`src/rtl/posit32_encode_pipe.sv`:
```
// Two-stage posit32 (es=2) encoder: regime/exponent/fraction assembly, then
// round-to-nearest-even, saturation, negation and special-value selection.
module posit32_encode_pipe #(
  parameter int unsigned FRAC_W  = 28,
  parameter int unsigned SCALE_W = 9
) (
  input  logic               clk,
  input  logic               rst,
  input  logic               in_valid,
  output logic               in_ready,
  input  logic               in_sign,
  input  logic [SCALE_W-1:0] in_scale,
  input  logic [FRAC_W-1:0]  in_frac,
  input  logic               in_sticky,
  input  logic               in_zero,
  input  logic               in_nar,
  output logic               out_valid,
  input  logic               out_ready,
  output logic [31:0]        out_posit
);

  localparam int unsigned BODY_W = 31;
  // seed = {regime pair, e, frac, pad}; pad keeps shifted-out bits for sticky
  localparam int unsigned V_W    = 2 + 2 + FRAC_W + BODY_W;
  localparam int unsigned LOW_W  = V_W - BODY_W - 1;
  localparam logic signed [SCALE_W-1:0] SCALE_MAX = SCALE_W'(120);
  localparam logic signed [SCALE_W-1:0] SCALE_MIN = SCALE_W'(-120);
  localparam logic [BODY_W-1:0] BODY_MAX = {BODY_W{1'b1}};
  localparam logic [BODY_W-1:0] BODY_MIN = BODY_W'(1);

  typedef struct packed {
    logic              valid;
    logic              sign;
    logic [BODY_W-1:0] body;
    logic              guard;
    logic              sticky;
    logic              sat_hi;
    logic              sat_lo;
    logic              zero;
    logic              nar;
  } s1_t;

  logic en;
  assign en       = !out_valid || out_ready;
  assign in_ready = en;

  // Stage 1: regime as a sign-extending run produced by an arithmetic shift
  logic signed [SCALE_W-1:0] scale_s;
  logic signed [SCALE_W-1:0] k;
  logic                      k_neg;
  logic        [SCALE_W-1:0] sh;
  logic        [V_W-1:0]     v_seed;
  logic        [V_W-1:0]     v;
  s1_t                       s1_c;
  s1_t                       s1_q;

  assign scale_s = $signed(in_scale);
  assign k       = scale_s >>> 2;
  assign k_neg   = k[SCALE_W-1];
  assign sh      = k_neg ? ~k : k;
  assign v_seed  = {~k_neg, k_neg, in_scale[1:0], in_frac, {BODY_W{1'b0}}};
  assign v       = $unsigned($signed(v_seed) >>> sh);

  always_comb begin
    s1_c        = '0;
    s1_c.valid  = in_valid;
    s1_c.sign   = in_sign;
    s1_c.body   = v[V_W-1 -: BODY_W];
    s1_c.guard  = v[LOW_W];
    s1_c.sticky = (|v[LOW_W-1:0]) | in_sticky;
    s1_c.sat_hi = scale_s > SCALE_MAX;
    s1_c.sat_lo = scale_s < SCALE_MIN;
    s1_c.zero   = in_zero;
    s1_c.nar    = in_nar;
  end

  always_ff @(posedge clk) begin
    if (rst) begin
      s1_q <= '0;
    end else if (en) begin
      s1_q <= s1_c;
    end
  end

  // Stage 2: RNE, clamp to [1, max], two's complement, specials
  logic              round_up;
  logic [31:0]       rnd;
  logic [BODY_W-1:0] body_fin;
  logic [31:0]       mag;
  logic [31:0]       posit_c;

  assign round_up = s1_q.guard && (s1_q.body[0] || s1_q.sticky);
  assign rnd      = {1'b0, s1_q.body} + 32'(round_up);

  always_comb begin
    body_fin = rnd[BODY_W-1:0];
    if (s1_q.sat_hi || rnd[31]) begin
      body_fin = BODY_MAX;
    end else if (s1_q.sat_lo || (rnd[BODY_W-1:0] == '0)) begin
      body_fin = BODY_MIN;
    end
  end

  always_comb begin
    mag     = {1'b0, body_fin};
    posit_c = s1_q.sign ? (32'd0 - mag) : mag;
    if (s1_q.nar) begin
      posit_c = 32'h8000_0000;
    end else if (s1_q.zero) begin
      posit_c = 32'h0000_0000;
    end
  end

  always_ff @(posedge clk) begin
    if (rst) begin
      out_valid <= 1'b0;
      out_posit <= 32'h0;
    end else if (en) begin
      out_valid <= s1_q.valid;
      out_posit <= posit_c;
    end
  end

endmodule

```
`config.mk`:
```
export PLATFORM = sky130hd
export DESIGN_NAME = posit32_encode_pipe
export DESIGN_NICKNAME = d
export VERILOG_FILES = /design/src/rtl/posit32_encode_pipe.sv
export SDC_FILE = /design/constraint.sdc
export NUM_CORES = 1
export LEC_CHECK = 0
export CAP_MARGIN = 20
export CORE_UTILIZATION = 40
export DETAILED_ROUTE_END_ITERATION = 8
export GPL_ROUTABILITY_DRIVEN = 0
export GPL_TIMING_DRIVEN = 0
export PLACE_DENSITY = 0.64
export RECOVER_POWER = 50
export SLEW_MARGIN = 0
export SYNTH_ARGS = -nofsm -noshare
export SYNTH_HDL_FRONTEND = slang
export SYNTH_SLANG_ARGS = --single-unit
export TNS_END_PERCENT = 5
```
`constraint.sdc`:
```
create_clock -name clk -period 4.3 [get_ports clk]
set_clock_uncertainty 0.05 [all_clocks]
set_input_delay 0.86 -clock clk [delete_from_list [all_inputs] [get_ports clk]]
set_output_delay 0.86 -clock clk [all_outputs]
set_load 0.01 [all_outputs]
```
* Yosys cells after proc, flatten, opt, wreduce, memory -nomap -nowiden
Cells that the tools add are included.
Word-level totals: output and inout port bits 34, input bits 45, bits in registers 72
Operators by class: multiplexer cells 6, reduce and logical (&&, ||, !) cells 8, bitwise logic cells 3, $add $sub $neg 2, magnitude comparators 2, shift-type cells 1
Operators with widths (count):
- 2-to-1 mux 32 bit | 3
- >>> shifter 63 x 9 -> 63 bit | 1
- 2-to-1 mux 31 bit | 2
- adder 31 x 1 -> 32 bit | 1
- subtractor 1 x 31 -> 32 bit, first input constant | 1
- zero test 31 bit | 1
- OR reduction 31 bit | 1
- > comparator 9 x 8 -> 1 bit, second input constant | 1
- less-than comparator 9 x 8 -> 1 bit, second input constant | 1
- 2-to-1 mux 9 bit | 1
- NOT 7 -> 9 bit | 1
- logical OR 1 bit | 4
- logical AND 1 bit | 1
- zero test 1 bit | 1
- NOT 1 bit | 1
- OR 1 bit | 1

* Logic depth before layout (Yosys ltp)
Gate-level depths: netlist of the first run.
depth in word-level cells 11, mapped depth 19, gate-level depth less buffers 19

* Worst setup path after synthesis of the first run
OpenSTA, ideal clock, no wires.
path type flip-flop to flip-flop, from register s1_q[6] (netlist bit), to register out_posit[24], library setup time 130 ps, slack 267 ps, cell stages (with the launch flop) 19, path buffers 0, clock period less this slack 4033 ps, arrival 3854 ps, cell sequence dfxtp_1 -> o21a_1 -> ha_1 -> ha_1 -> nand2_1 -> or4_4 -> a2111oi_2 -> o211ai_2 -> nor4b_4 -> and3_1 -> nor2_2 -> a21oi_1 -> ha_1 -> nand2_1 -> o2bb2ai_1 -> nor3_1 -> o211ai_1 -> xnor2_1 -> o21ai_0
On the way: word-level cells in the longest chain between the ends 11, elaborated cells between the ends (all ways) 12, those cells by class add/sub (2); mux (5); reduce/logical (5)
Ends and longest elaborated chain:
- start, declared | line 55 | s1_t s1_q;
- start signal, assigned | line 79 | s1_q <= '0;
- start signal, assigned | line 81 | s1_q <= s1_c;
- logical OR 1 bit | line 92 | assign round_up = s1_q.guard && (s1_q.body[0] || s1_q.sticky);
- logical AND 1 bit | line 92
- adder 31 x 1 -> 32 bit (*) | line 93 | assign rnd = {1'b0, s1_q.body} + 32'(round_up);
- zero test 31 bit | line 99 | end else if (s1_q.sat_lo || (rnd[BODY_W-1:0] == '0)) begin
- logical OR 1 bit | line 99
- 2-to-1 mux 31 bit | line 99
- 2-to-1 mux 31 bit (*) | line 97 | if (s1_q.sat_hi || rnd[31]) begin
- subtractor 1 x 31 -> 32 bit | line 106 | posit_c = s1_q.sign ? (32'd0 - mag) : mag;
- 2-to-1 mux 32 bit (*) | line 106
- 2-to-1 mux 32 bit (*) | line 109 | end else if (s1_q.zero) begin
- 2-to-1 mux 32 bit (*) | line 107 | if (s1_q.nar) begin
- end signal, assigned | line 120 | out_posit <= posit_c;
- end, declared | line 19 | output logic [31:0] out_posit
Every way passes the cells marked *; elsewhere a longest branch is shown, timed or not. A chain may end at the register's enable or synchronous reset.

* Final worst setup path of the first run
from input port in_scale[8], to register s1_q[4] (netlist bit)
On the way: word-level cells in the longest chain between the ends 5, elaborated cells between the ends (all ways) 6, those cells by class shift (1); mux (1); bitwise (3); reduce/logical (1)
Ends and longest elaborated chain:
- start, declared | line 12 | input logic [SCALE_W-1:0] in_scale,
- NOT 7 -> 9 bit | line 60 | assign sh = k_neg ? ~k : k;
- 2-to-1 mux 9 bit | line 60
- >>> shifter 63 x 9 -> 63 bit (*) | line 62 | assign v = $unsigned($signed(v_seed) >>> sh);
- OR reduction 31 bit (*) | line 70 | s1_c.sticky = (|v[LOW_W-1:0]) | in_sticky;
- OR 1 bit (*) | line 70
Marks and branches as above.

==> flow_summary.toml, run 1 <==
[synth]
synth_area_leaders = "dfxtp_1 (17%), mux2i_1 (6.7%), nand2_1 (6.1%)"
synth_area_leader_cell = "dfxtp_1"
synth_edf_count = 0
ys_seq_area_frac = 0.169
async_flop_share = 0
synth_top_area_frac = 0.169
synth_area_um2 = 8550
synthCells = 1175
syn_nets = 1225
syn_area_per_cell_um2 = 7.28
synth_cell_types = 100
synth-seq-cells = 72
ys_warn_count = 0
ys.flop_type = "dfxtp_1"

[sta]
relSlewSlack = 0.509
hold_violations = 0
fmax_ghz = 0.236
tns_ps = 0
whs_ps = 389
finalWorstSetupSlack_ps = 58.5
rsz0062_at_grt = "yes"
tightestPinTransition_ps = 727
finalCriticalPeriod_ps = 4240
drv_slew = 0
finalSetupViolations = 0
fin_crit_sh = 0.986

[cells_and_area]
fin_util = 0.490
register_area_um2 = 1450
fill_cells = 2084
drive_above_1_share = 0.140
syn2layout_area_growth_pct = 20.5
nets = 1322
final_cell_mix = "nand2_1 (136), nor2_1 (126), o21ai_0 (84)"
diodes = 0
final_cells = 1551
multi_input_area_um2 = 6840
mostFrequentLayoutCell = "nand2_1"

[clocking]
clk_path_buf_depth = 2
clk_pin_slew_ps = 60
hold_buffers = 0
htree_num_levels = 3
clk_latency_ps = 350
cts.sinks = 72
cts_tree = "done"
cts_root_buffer = "clkbuf_16"
numCtsBuffers = 9

[worst_setup_path]
critPathKind = "input port to flop"
worst-r2r-setup-slack_ps = 90
worst_r2r_endpoint = "out_posit[4]"
reg2reg_from = "s1_q[6]"
rr_worst_depth = 19
startpoint = "in_scale[8]"
path_max_fanout = 10
critPathArrivalTime_ps = 4400
critPathLaunchType = "input port"
worstPathRequired_ps = 4460
endpoint_kind = "flop"

[power]
leakage_uw = 0.00384
power_density_nw_per_um2 = 281
ir_worst_vdd_v = 0.000185

[global_routing]
grt_overflow = 0
grt_max_degree = 14
grt_pass1_vias = 9246
antenna_found_initial = 0
grt_pass1_wl_um = 50100
grtUsageTotal = 0.288

[min_path]
hold_path.class = "flop to flop"
holdPathEnd = "out_posit[22]"
hold_start = "out_posit[22]"
whs_path_depth = 2

[placed_design]
io_buffers = 72
place_ws_ps = -662
dp_hpwl_um = 24600
dp_cells = 1523

[routing]
initialDrtViolationCount = 1176
ant_nets = 0
first_pass_iters = 6
routed_wirelength_um = 31800
via_per_inst = 6.46
routedWlPerCell_um = 20.5
drcViolationCount = 0
num_vias = 10000

[floorplanning]
start_util = 0.407
ioPinCount = 79
die_h_um = 148
core_area_um2 = 21000
rows = 53
dieWidth_um = 148
dieArea_um2 = 22000

[status]
status = "completed"

[flow_run]
cap_violations = 0
[worst max-delay path by stage]
stage | endpoint | slack, ps | cells past startpoint
floorplan | out_posit[24] | 270 | 18
global placement | out_posit[22] | -660 | 18
detailed placement | out_posit[26] | -660 | 18
CTS | out_posit[26] | 3 | 19
global route | out_posit[28] | -90 | 19
finish | s1_q[4] | 60 | 13
[logic make-up (layout without fill, tap and decap cells)]
group | count (synthesis) | after routing | synth area share
buffers and inverters | 120 | 221 | 0.0615
DFF | 72 | 72 | 0.169
xor gates and xnor gates | 66 | 66 | 0.0738
and+or+nand+nor | 457 | 457 | 0.261
muxes | 90 | 90 | 0.134
AOI/OAI and AO/OA | 365 | 365 | 0.294
adders and majority gates | 5 | 5 | 0.00732
[through the flow]
step,cell area (µm²),power (µW)
2_1_floorplan,8550,1660
3_3_place_gp,9620,2060
3_5_place_dp,9620,2070
4_1_cts,10000,2830
5_1_grt,10300,3040
6_report,10300,2890
[what timing repair did]
item,4_1_cts,5_1_grt
pin swaps,2,16
buffers inserted,1,15
resized for setup,23,41
setup endpoints to repair,25,37
[Yosys cell counts, types with 29 or more instances]
master / count
nor3_1: 34
o21ai_0: 84
clkbuf_1: 63
a21oi_1: 67
nand2_1: 140
nand3_1: 45
xor2_1: 29
a211oi_1: 29
xnor2_1: 33
mux2i_1: 57
nor2_1: 130
dfxtp_1: 72
[layout make-up]
cell class	instances	area share
multi-input cells	983	0.664
flip-flops and latches	72	0.140
repair buffers	89	0.0824
plain buffers	101	0.0451
well taps	275	0.0334
clock buffers	9	0.0219
clock inverters	6	0.00680
inverters	16	0.00583
[registers in the layout (all words and copies together) (netlist names)]
name,count
out_valid,1
s1_q,39
out_posit,32
[critical path, cell delays in order]
cell and delay [ps]:
clkdlybuf4s50_1 510, buf_6 230, buf_2 240, buf_2 290, nor2_1 170, nor2_2 310, buf_2 290, mux2i_1 340
nor4bb_1 360, nand4_1 170, a2111oi_2 390, a31o_1 160, a211oi_1 70
[report_power, final]
group | internal, µW | leakage, µW | switching, µW
logic | 537 | 0.00309 | 814
registers | 739 | 0.000597 | 52.5
clock network | 449 | 0.000146 | 300
total | 1720 | 0.00384 | 1170
[layer usage]
metal,up-vias,wire [µm],global-route usage
li1,4629,-,-
met1,4671,13200,0.374
met2,588,14500,0.468
met3,127,2580,0.0393
met4,0,1460,0.140
met5,-,0,0
Power figures use the tool's default switching activity.
==> inputs of run 2 (changes only) <==
--- a/config.mk
+++ b/config.mk
@@ -7,2 +7,3 @@
 export LEC_CHECK = 0
+export ABC_AREA = 1
 export CAP_MARGIN = 20
@@ -12,3 +13,3 @@
 export GPL_TIMING_DRIVEN = 0
-export PLACE_DENSITY = 0.64
+export PLACE_DENSITY = 0.66
 export RECOVER_POWER = 50
--- a/constraint.sdc
+++ b/constraint.sdc
@@ -4,2 +4,2 @@
 set_output_delay 0.86 -clock clk [all_outputs]
-set_load 0.01 [all_outputs]
+set_load 0.005 [all_outputs]
==> run 2 against run 1 <==
Compared with the run above: sequential cell count stayed put; total power fell by 12%; non-clock buffer count is 48 lower; global-route usage decreased by 2.2 points; clock power down 3.2%; largest power group unchanged; cell area is 20% lower; highest routed layer unchanged; first-iteration DRC count down 21%; via count is 16% lower; largest cell class unchanged.
==> flow_summary.toml, run 2 <==
[cells_and_area]
mostFrequentLayoutCell = "nand2_1"
final_cells = 1546
fin_util = 0.497
largest_reg_flops = 39
drive_above_1_share = 0.0664
diodes = 0
nets = 1371
final_cell_mix = "nand2_1 (420), o21ai_0 (154), nand3_1 (97)"
top_register = "s1_q"
largestRegisters = "s1_q: 39 flops, out_posit: 32 flops, out_valid: 1 flops"
fill_cells = 1802
syn2layout_area_growth_pct = 21.0

[routing]
via_per_inst = 5.45
routed_wirelength_um = 23000
first_pass_iters = 8
initialDrtViolationCount = 924
routedWlPerCell_um = 14.9
ant_nets = 0
num_vias = 8428
drcViolationCount = 0

[placed_design]
io_buffers = 77
dp_cells = 1527
dp_hpwl_um = 18800

[synth]
synth-seq-cells = 72
ys.flop_type = "dfxtp_1"
synth_area_um2 = 6840
synth_compound_area_frac = 0.212
synth_top_family_by_area = "simple AND/OR/NAND/NOR gates"
ys_warn_count = 0
synth_xor_xnor_area_share = 0.0115
synth_area_leaders = "nand2_1 (23%), dfxtp_1 (21%), o21ai_0 (12%)"
async_flop_share = 0
synth_edf_count = 0
synth-simple-area-share = 0.452
synthCells = 1230
yosysMostFrequentCell = "nand2_1"
synth_area_leader_cell = "nand2_1"
synth_cell_types = 39
syn_nets = 1280
synth_common_cells = "nand2_1 (421), o21ai_0 (161), nand3_1 (99)"
syn_area_per_cell_um2 = 5.56
synth_top_area_frac = 0.231
synth.area.mux_share = 0.0102
ys_seq_area_frac = 0.211
synthAdderAreaFrac = 0.00915

[clocking]
cts_root_buffer = "clkbuf_16"
clk_latency_ps = 350
cts.sinks = 72
htree_num_levels = 3
clk_pin_slew_ps = 50
numCtsBuffers = 9
hold_buffers = 0
clk_path_buf_depth = 2
cts_tree = "done"

[floorplanning]
rows = 47
dieArea_um2 = 17600
core_area_um2 = 16600
start_util = 0.411
ioPinCount = 79
die_h_um = 133
dieWidth_um = 133

[sta]
fin_crit_sh = 0.966
drv_slew = 0
hold_violations = 0
whs_ps = 408
fmax_ghz = 0.241
finalCriticalPeriod_ps = 4160
tightestPinTransition_ps = 715
rsz0062_at_grt = "yes"
finalSetupViolations = 0
relSlewSlack = 0.523
tns_ps = 0

[worst_setup_path]
cpMostUsedCell = "clkbuf_1"
path_max_fanout = 10
critical_path.top_delay_family = "buffers and inverters"
critPathLaunchType = "input port"
crit_path_cell_trace = "dlygate4sd3_1 -> nor2_1 -> inv_1 -> clkbuf_1 -> clkbuf_1 -> clkdlybuf4s50_1"
critPathArrivalTime_ps = 3250
cp.depth = 6
critPathKind = "input port to output port"
path_buf_inv = 5
rr_worst_depth = 24
worstPathRequired_ps = 3390
slowest_stage = "clkdlybuf4s50_1"
endpoint_kind = "output port"
slowest_delay_ps = 620

[global_routing]
antenna_found_initial = 0
grt_pass1_vias = 7494
grtUsageTotal = 0.266
grt_pass1_wl_um = 37400
grt_overflow = 0
grt_max_degree = 12

[power]
ir_worst_vdd_v = 0.000185
power_uw = 2550
power_density_nw_per_um2 = 308
leakage_uw = 0.00370

[min_path]
hold_path.class = "flop to flop"
whs_path_depth = 2

[flow_run]
cap_violations = 0

[status]
status = "completed"
==> run 2: cell count changes in the layout (fill, tap and decap cells not counted), sizes merged, moves of 25 or more <==
cell / change
buf: -41
inv: +79
mux2i: -50
nand2: +289
nand3: +62
nor3: -28
o21ai: +75
xnor2: -32
xor2: -25
==> run 2: metal layers <==
| layer | wire length, µm | vias to the layer above | GRT usage | share of wire |
|---|---|---|---|---|
| met4 | 401 | 0 | 0.0754 | 0.017 |
| met1 | 11200 | 3831 | 0.385 | 0.49 |
| met5 | 0 | - | 0 | 0 |
| met3 | 1910 | 32 | 0.0598 | 0.083 |
| li1 | - | 4251 | - | - |
| met2 | 9470 | 314 | 0.391 | 0.41 |
==> run 2: area by class of cell <==
class / instances / area [µm²] / area share
clock inverters: 2 / 12.5 / 0.00151
clock buffers: 14 / 274 / 0.0331
repair buffers: 80 / 793 / 0.0959
inverters: 102 / 394 / 0.0477
well taps: 220 / 275 / 0.0333
flip-flops and latches: 72 / 1440 / 0.174
plain buffers: 62 / 270 / 0.0327
multi-input cells: 994 / 4810 / 0.581
==> run 2: timing repair <==
item	CTS	global route
setup endpoints to repair	12	14
setup buffers	0	3
resized for setup	2	26
pin swaps	0	2
==> run 2: path summary, 6_finish.rpt <==
path | start | to | slack, ps
setup / recovery | out_ready | in_ready | 140
hold / removal | s1_q[38] | s1_q[38] | 410
setup reg to reg | s1_q[6] | out_posit[26] | 350
hold reg to reg | s1_q[38] | s1_q[38] | 410
==> run 2: kinds of logic (layout without fill, tap and decap cells) <==
kind of cell	count (synthesis)	in the layout
simple gates	705	705
compound gates	268	268
buf+inv	164	260
flops	72	72
xor+xnor	9	9
mux	7	7
fa+ha+maj	5	5
==> run 2: tightest hold or removal path, stage by stage, from the launching register on <==
cell,delay [ps]
dfxtp_1,290
inv_1,60
a21oi_1,60
==> run 2: where the power goes <==
| part | switching, µW | total, µW | leakage [µW] | internal (µW) |
|---|---|---|---|---|
| sequential | 65.2 | 807 | 0.000597 | 741 |
| combinational | 651 | 1010 | 0.00296 | 362 |
| clock | 288 | 725 | 0.000139 | 437 |
==> run 2: metrics by stage <==
stage,setup slack (ps),instance area (µm²)
6_report,144,8270
5_1_grt,-26.5,8270
4_1_cts,36.2,8180
3_5_place_dp,-364,7880
3_3_place_gp,-329,7880
2_1_floorplan,741,6840
==> inputs of run 3 (changes only) <==
RECOVER_POWER = 25   (was 50)
==> run 3 against run 2 <==
Compared with the run above: cell area is the same; core utilization is the same; sequential share of layout area is the same; wire length is essentially flat; first-iteration DRC count is the same; clock power is essentially flat; clock-buffer cell count is the same; critical path type unchanged; largest cell class unchanged; highest routed layer unchanged.
==> flow_summary.toml, run 3 (synthesized netlist as in run 2, its figures left out) <==
[sta]
tightestPinTransition_ps = 715
finalSetupViolations = 0
rsz0062_at_grt = "yes"
finalCriticalPeriod_ps = 4090
relSlewSlack = 0.523
drv_slew = 0
fin_crit_sh = 0.950
tns_ps = 0
hold_violations = 0
fmax_ghz = 0.245

[worst_setup_path]
crit_path_cell_trace = "clkdlybuf4s50_1 -> nor2_1 -> inv_1 -> clkbuf_1 -> clkbuf_1 -> clkdlybuf4s50_1"
worstPathRequired_ps = 3390
critical_path.top_delay_family = "buffers and inverters"
path_buf_inv = 5
endpoint_kind = "output port"
slowest_stage = "clkdlybuf4s50_1"
critPathKind = "input port to output port"
path_max_fanout = 10
critPathArrivalTime_ps = 3180
slowest_delay_ps = 620
critPathLaunchType = "input port"

[placed_design]
dp_hpwl_um = 18800
dp_cells = 1527
io_buffers = 77

[clocking]
hold_buffers = 0
numCtsBuffers = 9
clk_latency_ps = 350
htree_num_levels = 3
cts.sinks = 72
cts_root_buffer = "clkbuf_16"
cts_tree = "done"
clk_pin_slew_ps = 50
clk_path_buf_depth = 2

[global_routing]
grtUsageTotal = 0.266
grt_pass1_vias = 7494
grt_overflow = 0
grt_max_degree = 12
grt_pass1_wl_um = 37400
antenna_found_initial = 0

[routing]
via_per_inst = 5.46
first_pass_iters = 7
ant_nets = 0
routedWlPerCell_um = 14.9
initialDrtViolationCount = 924
num_vias = 8444
drcViolationCount = 0
routed_wirelength_um = 23000

[floorplanning]
dieArea_um2 = 17600
core_area_um2 = 16600
dieWidth_um = 133
start_util = 0.411
ioPinCount = 79
rows = 47
die_h_um = 133

[power]
leakage_uw = 0.00368
pwr-share-clk = 0.285
internal_power_uw = 1540
ir_worst_vdd_v = 0.000186
power_density_nw_per_um2 = 308
p_sw_frac = 0.394
combPwrFrac = 0.399
switchingPower_uw = 1000
power_uw = 2550
p_seq_frac = 0.317

[cells_and_area]
register_area_um2 = 1440
largest_reg_flops = 39
drive_above_1_share = 0.0664
fill_cells = 1802
syn2layout_area_growth_pct = 21.0
final_cell_mix = "nand2_1 (420), o21ai_0 (154), nand3_1 (97)"
mostFrequentLayoutCell = "nand2_1"
diodes = 0
multi_input_area_um2 = 4810
largestRegisters = "s1_q: 39 flops, out_posit: 32 flops, out_valid: 1 flops"
final_cells = 1546
top_register = "s1_q"
nets = 1371

[status]
status = "completed"

[flow_run]
cap_violations = 0

[min_path]
hold_path.class = "flop to flop"
## run 3: cell types whose count changed in the layout (fill, tap and decap cells not counted)
cell	before	now
clkdlybuf4s50_1	43	51
dlygate4sd3_1	34	26
## run 3: power groups by stage
stage / registers [µW] / logic [µW] / clock network (µW)
global placement: 819 / 986 / 0
floorplan: 805 / 669 / 0
CTS: 806 / 995 / 738
global route: 816 / 1130 / 773
finish: 807 / 1020 / 725
detailed placement: 820 / 990 / 0
## run 3: worst reg2reg max path: stages, from the launching register on
cell and delay, ps:
dfxtp_1 330, o21a_1 170, ha_1 200, nand2_1 120
nor2_4 60, nand2_2 150, nor2_4 70, a31oi_4 300
buf_2 280, clkbuf_2 300, clkbuf_2 320, o21ai_0 140
inv_1 100, ha_1 180, nand2_1 70, nor2_1 80
nand2_1 60, nand2_1 140, nand2_2 120, nor2_4 180
buf_6 170, nand3_1 70, nand2_1 60, nand3_1 60
a21oi_1 120
## run 3: path summary, 6_finish.rpt
path | cells past startpoint | slack [ps] | end | from
worst max-delay path | 6 | 210 | in_ready | out_ready
worst min-delay path | 2 | 410 | s1_q[38] | s1_q[38]
worst max register to register | 24 | 340 | out_posit[26] | s1_q[6]
worst min register to register | 2 | 410 | s1_q[38] | s1_q[38]
## run 3: metal layers
layer	vias up	GRT usage	wire length [µm]
met3	32	0.0598	1950
met5	-	0	0
met4	0	0.0754	403
met1	3836	0.385	11200
met2	325	0.391	9470
li1	4251	-	-
## run 3: what timing repair did
action,in CTS,in global routing
gates resized for setup,2,26
pin swaps,0,2
setup endpoints to repair,12,14
setup buffers,0,3
## run 3: stage by stage
step | instance area [µm²] | setup slack [ps] | util | hold WS (ps)
2_1_floorplan | 6840 | 741 | - | 380
3_3_place_gp | 7880 | -329 | 0.474 | 397
3_5_place_dp | 7880 | -364 | 0.474 | 402
4_1_cts | 8180 | 36.2 | 0.491 | 411
5_1_grt | 8270 | -26.5 | 0.497 | 431
6_report | 8270 | 215 | 0.497 | 408
## run 3: area by class of cell
cell class                      instances  area share
Multi-Input combinational cell        994       0.581
Sequential cell                        72       0.174
Timing Repair Buffer                   80      0.0959
Inverter                              102      0.0477
Tap cell                              220      0.0333
Clock buffer                           14      0.0331
Buffer                                 62      0.0327
Clock inverter                          2     0.00151
